## config.mk

```make
export PLATFORM = sky130hd
export DESIGN_NAME = fun_inv_flat
export DESIGN_NICKNAME = d
export VERILOG_FILES = /design/src/rtl/fun_inv_pkg.sv /design/src/rtl/fun_inv_if.sv /design/src/rtl/fun_inv_mul_shadd.sv /design/src/rtl/fun_inv.sv /design/src/flat_wrapper.sv
export SDC_FILE = /design/constraint.sdc
export NUM_CORES = 1
export LEC_CHECK = 0
export BUFFER_PORTS_ARGS = -buffer_cell sky130_fd_sc_hd__buf_2
export CORE_MARGIN = 10
export CORE_UTILIZATION = 50
export CTS_CLUSTER_DIAMETER = 50
export DETAILED_ROUTE_END_ITERATION = 7
export PLACE_DENSITY = 0.73
export SLEW_MARGIN = 20
export SYNTH_ARGS = -nofsm -noshare
export SYNTH_HDL_FRONTEND = slang
export SYNTH_SLANG_ARGS = --single-unit
```

## constraint.sdc

```tcl
create_clock -name clk_i -period 2.7 [get_ports clk_i]
set_clock_uncertainty 0.2 [all_clocks]
set_input_delay 0.54 -clock clk_i [delete_from_list [all_inputs] [get_ports clk_i]]
set_output_delay 0.54 -clock clk_i [all_outputs]
set_load 0.005 [all_outputs]
```

## src/rtl/fun_inv_pkg.sv

```systemverilog
// Shared constants for the a^3 + b^2 function unit: FSM state codes and widths.
package fun_pkg;

   localparam int FUN_W  = 8;
   localparam int FUN_YW = 3 * FUN_W + 1;

   localparam logic [2:0] IDLE = 3'd0;
   localparam logic [2:0] SQ_B = 3'd1;
   localparam logic [2:0] SQ_A = 3'd2;
   localparam logic [2:0] CU_A = 3'd3;
   localparam logic [2:0] ADD  = 3'd4;

endpackage

```

## src/rtl/fun_inv_if.sv

```systemverilog
// Start/busy request bundle of the a^3 + b^2 unit; master drives operands and start.
interface fun_inv_if #(parameter int W = fun_pkg::FUN_W);

   logic [W-1:0] a_bi;
   logic [W-1:0] b_bi;
   logic         start_i;
   logic         busy_o;
   logic [3*W:0] y_bo;

   modport master (output a_bi, output b_bi, output start_i,
                   input  busy_o, input y_bo);
   modport slave  (input  a_bi, input  b_bi, input  start_i,
                   output busy_o, output y_bo);

endinterface

```

## src/rtl/fun_inv_mul_shadd.sv

```systemverilog
// Sequential shift-add multiplier datapath; one partial product per step.
module mul_shadd
   import fun_pkg::*;
#(
   parameter int W = FUN_W
)
(
   input  logic           clk_i,
   input  logic           rst_i,
   input  logic           load,
   input  logic           step,
   input  logic [3*W-1:0] ld_mcand,
   input  logic [W-1:0]   ld_mplr,
   output logic [3*W-1:0] acc_nxt,
   output logic           mplr_zero
);

   // Multiplicand is kept 3W wide so a 2W-bit a^2 survives W-1 left shifts.
   logic [3*W-1:0] mcand;
   logic [3*W-1:0] acc;
   logic [W-1:0]   mplr;

   assign acc_nxt   = acc + (mplr[0] ? mcand : '0);
   assign mplr_zero = (mplr[W-1:1] == '0);

   always_ff @(posedge clk_i) begin
      if (rst_i) begin
         mcand <= '0;
         mplr  <= '0;
         acc   <= '0;
      end else if (load) begin
         mcand <= ld_mcand;
         mplr  <= ld_mplr;
         acc   <= '0;
      end else if (step) begin
         acc   <= acc_nxt;
         mcand <= mcand << 1;
         mplr  <= mplr >> 1;
      end
   end

endmodule

```

## src/rtl/fun_inv.sv

```systemverilog
// Computes y = a^3 + b^2 with one shared shift-add multiplier over three phases.
// Optional FUN_INV_EARLY_EXIT_EN: a phase stops once the shifted multiplier is zero.
module fun_inv
   import fun_pkg::*;
#(
   parameter int W = FUN_W
)
(
   input  logic clk_i,
   input  logic rst_i,
   fun_inv_if.slave bus
);

   localparam int CW = $clog2(W) + 1;

   logic [2:0]     state, state_nxt;
   logic [W-1:0]   a_r;
   logic [2*W-1:0] sq;
   logic [3*W-1:0] cu;
   logic [3*W:0]   y_r;
   logic [CW-1:0]  cnt;
   logic [3*W-1:0] acc_nxt;
   logic [3*W-1:0] ld_mcand;
   logic [W-1:0]   ld_mplr;
   logic           mplr_zero, last_step, load, step;

`ifdef FUN_INV_EARLY_EXIT_EN
   assign last_step = mplr_zero || (cnt == CW'(W - 1));
`else
   assign last_step = (cnt == CW'(W - 1));
`endif

   mul_shadd #(.W(W)) u_mul (
      .clk_i     (clk_i),
      .rst_i     (rst_i),
      .load      (load),
      .step      (step),
      .ld_mcand  (ld_mcand),
      .ld_mplr   (ld_mplr),
      .acc_nxt   (acc_nxt),
      .mplr_zero (mplr_zero)
   );

   always_ff @(posedge clk_i) begin
      if (rst_i) state <= IDLE;
      else       state <= state_nxt;
   end

   always_comb begin
      state_nxt = state;
      case (state)
         IDLE:    if (bus.start_i) state_nxt = SQ_B;
         SQ_B:    if (last_step)   state_nxt = SQ_A;
         SQ_A:    if (last_step)   state_nxt = CU_A;
         CU_A:    if (last_step)   state_nxt = ADD;
         ADD:     state_nxt = IDLE;
         default: state_nxt = IDLE;
      endcase
   end

   // The last step of a phase reloads the multiplier from the combinational step result.
   always_comb begin
      load     = 1'b0;
      step     = 1'b0;
      ld_mcand = '0;
      ld_mplr  = '0;
      case (state)
         IDLE: if (bus.start_i) begin
            load     = 1'b1;
            ld_mcand = {{(2*W){1'b0}}, bus.b_bi};
            ld_mplr  = bus.b_bi;
         end
         SQ_B: begin
            step = 1'b1;
            if (last_step) begin
               load     = 1'b1;
               ld_mcand = {{(2*W){1'b0}}, a_r};
               ld_mplr  = a_r;
            end
         end
         SQ_A: begin
            step = 1'b1;
            if (last_step) begin
               load     = 1'b1;
               ld_mcand = {{W{1'b0}}, acc_nxt[2*W-1:0]};
               ld_mplr  = a_r;
            end
         end
         CU_A:    step = 1'b1;
         default: ;
      endcase
   end

   always_ff @(posedge clk_i) begin
      if (rst_i) begin
         a_r <= '0;
         sq  <= '0;
         cu  <= '0;
         y_r <= '0;
         cnt <= '0;
      end else begin
         if (state == IDLE && bus.start_i) begin
            a_r <= bus.a_bi;
            y_r <= '0;
            cnt <= '0;
         end
         if (step) cnt <= last_step ? '0 : cnt + 1'b1;
         if (state == SQ_B && last_step) sq <= acc_nxt[2*W-1:0];
         if (state == CU_A && last_step) cu <= acc_nxt;
         if (state == ADD) y_r <= {1'b0, cu} + {{(W+1){1'b0}}, sq};
      end
   end

   assign bus.busy_o = (state != IDLE);
   assign bus.y_bo   = y_r;

endmodule

```

## src/flat_wrapper.sv

```systemverilog
// flat-port wrapper written by rule: the top's interface ports become plain ports
module fun_inv_flat import fun_pkg::*;
#(
   parameter int W = FUN_W
)
  (clk_i, rst_i, bus_a_bi, bus_b_bi, bus_start_i, bus_busy_o, bus_y_bo);
  fun_inv_if #(.W(W)) bus_i ();
  input  logic clk_i;
  input  logic rst_i;
  input wire logic [$bits(bus_i.a_bi)-1:0] bus_a_bi;
  input wire logic [$bits(bus_i.b_bi)-1:0] bus_b_bi;
  input wire logic [$bits(bus_i.start_i)-1:0] bus_start_i;
  output wire logic [$bits(bus_i.busy_o)-1:0] bus_busy_o;
  output wire logic [$bits(bus_i.y_bo)-1:0] bus_y_bo;
  assign bus_i.a_bi = bus_a_bi;
  assign bus_i.b_bi = bus_b_bi;
  assign bus_i.start_i = bus_start_i;
  assign bus_busy_o = bus_i.busy_o;
  assign bus_y_bo = bus_i.y_bo;
  fun_inv #(.W(W)) u_core (.clk_i(clk_i), .rst_i(rst_i), .bus(bus_i));
endmodule
```

==> After elaboration in Yosys (flattened, before gate mapping) <==
Cells that the tools add are included.
{ "totals": {"regBits": 136, "inputBits": 19, "output_inout_bits": 26, "elab_cells": 59} }
{ "classes": {"add_sub_neg": 3, "eq_ne": 9, "n_mux": 26, "reduce_logical": 12} }
{ "ops": {"columns": ["operator", "n"], "rows": [
  ["2-to-1 mux 24 bit", 3],
  ["one-hot mux 24 bit (3 select lines)", 1],
  ["2-to-1 mux 25 bit", 2],
  ["2-to-1 mux 8 bit", 6],
  ["adder 24 x 16 -> 25 bit", 1],
  ["adder 24 bit", 1],
  ["2-to-1 mux 16 bit", 1],
  ["one-hot mux 8 bit (2 select lines)", 1],
  ["2-to-1 mux 3 bit", 4],
  ["2-to-1 mux 4 bit", 3],
  ["one-hot mux 3 bit (4 select lines)", 1],
  ["== test 3 x 2 -> 1 bit (second input constant)", 2],
  ["inequality test 2 x 1 -> 1 bit (second input constant)", 3],
  ["nonzero test 2 bit", 3],
  ["adder 4 x 1 -> 4 bit (second input constant)", 1],
  ["== test 4 x 3 -> 1 bit (second input constant)", 1],
  ["AND reduction 4 bit", 1],
  ["OR reduction 2 bit", 2],
  ["== test 3 x 1 -> 1 bit (second input constant)", 1],
  ["== test 3 bit (second input constant)", 1],
  ["logical AND 1 bit", 3],
  ["logical NOT 3 bit", 1],
  ["2-to-1 mux 1 bit", 3],
  ["nonzero test 3 bit", 1],
  ["other kinds (3)", 3]
]} }

==> Longest topological paths before layout <==
{ "depth": {"ltp_word": 5, "ltp_mapped": 13, "depth_no_buf": 12} }

==> Modules after synthesis <==
Synthesis repeated with hierarchy kept, for this count alone.
{ "unflattened": {"hier_cells": 995, "area_unflattened_um2": 7977.7} }
{ "by_module_without_submodules": {"columns": ["module", "n_inst", "cells_each", "area_each_um2", "seq_area_each_um2"], "rows": [
  ["fun_inv", 1, 542, 4195.3, 1601.5],
  ["mul_shadd", 1, 453, 3782.4, 1121.1]
]} }

==> Worst setup path after synthesis <==
OpenSTA, ideal clock, no wires.
{ "synth_path": {"kind": "register -> register", "start": "reg u_core.u_mul.mplr[0]", "end": "reg u_core.cu[20]", "arrival_ps": 2577, "path_slack_ps": -162, "path_stages_with_launch": 14, "period_less_slack_ps": 2862, "cell_sequence": "dfxtp_1 clkbuf_1 and2_1 ha_1 inv_1 fa_1 nor2b_1 o211ai_1 a21oi_2 o211ai_2 a211oi_2 o41ai_2 xor2_1 a211oi_1"} }
{ "synth_between": {"elab_chain_cells": 2} }
{ "synth_rtl": {"columns": ["element", "line_no", "source"], "rows": [
  ["from (decl)", "fun_inv_mul_shadd.sv:21", "logic [W-1:0] mplr;"],
  ["from (signal assigned)", "fun_inv_mul_shadd.sv:33", "mplr <= ld_mplr;"],
  ["from (signal assigned)", "fun_inv_mul_shadd.sv:38", "mplr <= mplr >> 1;"],
  ["2-to-1 mux 24 bit", "fun_inv_mul_shadd.sv:23", "assign acc_nxt = acc + (mplr[0] ? mcand : '0);"],
  ["adder 24 bit", "fun_inv_mul_shadd.sv:23", null],
  ["to (signal assigned)", "fun_inv.sv:109", "if (state == CU_A && last_step) cu <= acc_nxt;"],
  ["to (decl)", "fun_inv.sv:19", "logic [3*W-1:0] cu;"]
]} }
No other way between the ends.
A chain may end at the register's enable or synchronous reset.

==> Worst setup path after layout <==
Same ends and word-level chain as after synthesis.

==> metrics.csv <==
stage;metric;value;unit
sta;measured slew at the worst slew-check pin;0.7274;ns
power_and_ir_drop;PwrDens;537.7;nW/um^2
synth;cell area after synthesis;7363;sq um
place;post-DP HPWL;13790;microns
place;Post-Place Cells;1183;
route;TritonRoute pass-1 iters;5;
flow_run;max-cap viol count;0;
worst_setup_path;FF-to-FF End;u_core.cu[20]$_SDFFE_PP0P_;
cells_and_area;Antenna diodes;0;
worst_setup_path;worst setup path end;u_core.cu[20]$_SDFFE_PP0P_;
route;DR vias/cell;5.814;
floorplan;chip height;141.4;microns
place;gpl congestion;0.9167;
clocking;Max Buffers Root-to-Sink;2;
place;PortBufs;44;
floorplan;initial cell density of the core;0.5086;
worst_setup_path;R2R depth;12;
worst_setup_path;reg2reg setup slack;-0.11;ns
route;Remaining DRCs;0;
run_status;failing checks;negative setup slack;
clocking;CTS hold repair buffers;0;
route;Post-Route WL;20480;microns
cells_and_area;Post-Layout Cell Count;1222;
synth;Mean Syn Cell Area;7.884;sq um
hold_path;hold depth;3;
worst_setup_path;worst-path fanout max;8;
clocking;worst-skew pair later-pin latency;0.42;ns
clocking;CTS tree;yes;
worst_setup_path;WP data arrival;2.95;ns
worst_setup_path;Worst setup SP type;flop;
cells_and_area;nets;1088;
power_and_ir_drop;leakage power;0.003729;uW
worst_setup_path;Crit-path slowest cell;dfxtp_4;
route;per-cell routed wire length;16.76;microns
worst_setup_path;Crit path max-delay family;compound AO/OA/AOI/OAI gates;
floorplan;Core ar.;14480;sq um
sta;RSZ-0062 raised after global routing;yes;
sta;crit share post-route;1.040;
worst_setup_path;crit path cell chain;and2_4 > ha_4 > inv_2 > fa_2 > nor2b_4 > o211ai_1 > a21oi_2 > o211ai_2 > a211oi_2 > o41ai_2 > xor2_1 > a211oi_1;
synth;flop and latch count out of synthesis;136;
worst_setup_path;CP max stage delay;0.39;ns
worst_setup_path;Crit Path Category;reg -> reg;
synth;warnings from Yosys;0;
route;via count;7105;
route;Initial DRC Count;565;
sta;Max-slew headroom;0.5135;
sta;final setup vio count;14;
clocking;number of buffers created by CTS;17;
grt;antenna violations before repair;0;
synth;post-synth cell types;56;
clocking;Worst-path clk slew;0.06;ns
cells_and_area;share of layout cells above drive strength 1;0.2389;
cells_and_area;post-layout util;0.6442;
worst_setup_path;worst path bufs/invs;1;
clocking;clock sink count;136;
sta;post-route setup slack;-0.1082;ns
grt;grt ovf;0;
run_status;outcome;finished with violations;
worst_setup_path;CP Depth;12;
synth;EDFF count, synth;0;
grt;GRT Resource Usage Total;0.1954;
cells_and_area;fillcell total;1204;
floorplan;Die Footprint;19980;sq um
synth;sequential element share of the synthesized area;0.3698;
worst_setup_path;WP data required;2.84;ns
synth;Primary FF master, synth;dfxtp_1;
grt;first-pass GRT wire length;32640;microns
synth;syn nets;995;
power_and_ir_drop;maximum VDD drop;458.5;uV
worst_setup_path;reg2reg start;u_core.u_mul.mplr[0]$_SDFFE_PP0P_;
sta;Pins Over Slew Limit;0;
grt;number of global-route vias before repair;6608;
grt;largest net degree at the start of global routing;36;
cells_and_area;area grow syn2layout;26.68;%
floorplan;io pins;45;
synth;Async S/R FF share, synth;0;
sta;max frequency;0.3561;GHz
worst_setup_path;Crit. Startpoint;u_core.u_mul.mplr[0]$_SDFFE_PP0P_;
floorplan;cell row count;44;
synth;Post-Syn Instances;934;
hold_path;worst hold start;bus_a_bi[6];
hold_path;HP Class;in -> reg;
sta;Tmin final;2.808;ns
route;Detail Route Antenna Nets;0;
sta;final hold violations;0;
clocking;Clock Tree Root;clkbuf_16;
worst_setup_path;Worst Setup End Kind;flop;
floorplan;Die X;141.4;microns
clocking;number of H-tree levels;4;
[layout make-up]
type                    count  area, sq um  share of cell area
clock buffers              22        474.2             0.05084
clock inverters             8        143.9             0.01543
flip-flops and latches    136         2726              0.2923
inverters                  12        45.04            0.004829
repair buffers            132        904.6             0.09698
multi-input cells         728         4803              0.5150
well taps                 184        230.2             0.02468
[Yosys cell counts, types with 5 or more instances]
cell | count | area share
a211oi_1 | 17 | 0.017
a21o_1 | 14 | 0.014
a21oi_1 | 119 | 0.081
a221oi_1 | 10 | 0.012
a22o_1 | 17 | 0.020
a22oi_1 | 8 | 0.0082
a311oi_1 | 11 | 0.013
a31oi_1 | 14 | 0.012
and2_1 | 26 | 0.022
buf_2 | 14 | 0.0095
clkbuf_1 | 42 | 0.021
dfxtp_1 | 136 | 0.37
ha_1 | 40 | 0.068
inv_1 | 12 | 0.0061
nand2_1 | 180 | 0.092
nand3_1 | 22 | 0.015
nand4_1 | 13 | 0.011
nor2_1 | 71 | 0.036
nor2b_1 | 11 | 0.0093
nor3_1 | 17 | 0.012
o211ai_1 | 6 | 0.0061
o21ai_0 | 27 | 0.018
o21ai_1 | 5 | 0.0034
or3_1 | 9 | 0.0076
xnor2_1 | 26 | 0.031
xor2_1 | 17 | 0.020
[per-layer routing]
| layer | vias to the layer above | track usage | routed length (microns) |
|---|---|---|---|
| li1 | 3503 | - | - |
| met1 | 3344 | 0.2607 | 9361 |
| met2 | 221 | 0.3033 | 9539 |
| met3 | 37 | 0.03905 | 1071 |
| met4 | 0 | 0.07500 | 511 |
| met5 | - | 0 | 0 |
[what timing repair did]
action / in CTS / in global routing
setup buffers: 3 / 6
endpoints found under the setup margin: 29 / 49
gates resized for setup: 25 / 66
pin swaps: 12 / 28
[cell usage in the layout (no fill, tap or decap), types with 21 or more instances in the layout]
cell type and instances:
a21oi_1 101, a21oi_2 21, and2_1 25, buf_2 44, buf_4 85, dfxtp_1 135
ha_1 25, nand2_1 176, nor2_1 70, xnor2_1 25
[metrics by stage]
| stage | hold WS, ns | cell area, sq um | setup slack [ns] | setup TNS [ns] | total power (uW) |
|---|---|---|---|---|---|
| finish | 0.1540 | 9328 | -0.1082 | -0.6525 | 5015 |
| global route | 0.1515 | 9328 | -0.2160 | -2.794 | 5161 |
| CTS | 0.1457 | 8935 | -0.03223 | -0.05649 | 5010 |
| detailed placement | 0.2501 | 8190 | -0.1175 | -0.7525 | 2541 |
| global placement | 0.2451 | 8190 | -0.02458 | -0.08860 | 2537 |
| floorplan | 0.2362 | 7377 | 0.01748 | 0 | 2383 |
[power breakdown]
group	internal [uW]	switching, uW
clock	1610	867
sequential	2060	45.1
combinational	173	263
total	3840	1180
[worst min path at each step]
stage               slack [ns]                             endpoint
global placement          0.25  u_core.u_mul.mcand[23]$_SDFFE_PP0P_
finish                    0.15           u_core.a_r[6]$_SDFFE_PP0P_
CTS                       0.15           u_core.a_r[6]$_SDFFE_PP0P_
detailed placement        0.25    u_core.u_mul.acc[12]$_SDFFE_PP0P_
floorplan                 0.24    u_core.u_mul.acc[22]$_SDFFE_PP0P_
global route              0.15           u_core.a_r[7]$_SDFFE_PP0P_
[logic make-up (layout without fill, tap and decap cells)]
kind of cell | count (synthesis) | count (layout) | synth area share
adder cells (fa/ha/maj) | 42 | 42 | 0.07341
AO/OA/AOI/OAI | 272 | 272 | 0.2369
AND/OR/NAND/NOR | 371 | 371 | 0.2308
buffers and inverters | 70 | 174 | 0.03806
flip-flops | 136 | 136 | 0.3698
XOR/XNOR | 43 | 43 | 0.05115
[worst register-to-register path, cell delays in order, from the launching register on]
cell and delay (ns):
dfxtp_4 0.39, and2_4 0.16, ha_4 0.13, inv_2 0.03, fa_2 0.37, nor2b_4 0.15
o211ai_1 0.13, a21oi_2 0.24, o211ai_2 0.16, a211oi_2 0.28, o41ai_2 0.11, xor2_1 0.16
a211oi_1 0.23
[state kept, by name, indices dropped and copies added, names as in the netlist]
name	flops
u_core.u_mul.mplr	8
u_core.cnt	4
u_core.u_mul.acc	24
u_core.cu	24
u_core.state	3
u_core.u_mul.mcand	24
u_core.sq	16
u_core.bus.y_bo	25
u_core.a_r	8
(Power assumes the default switching activity.)
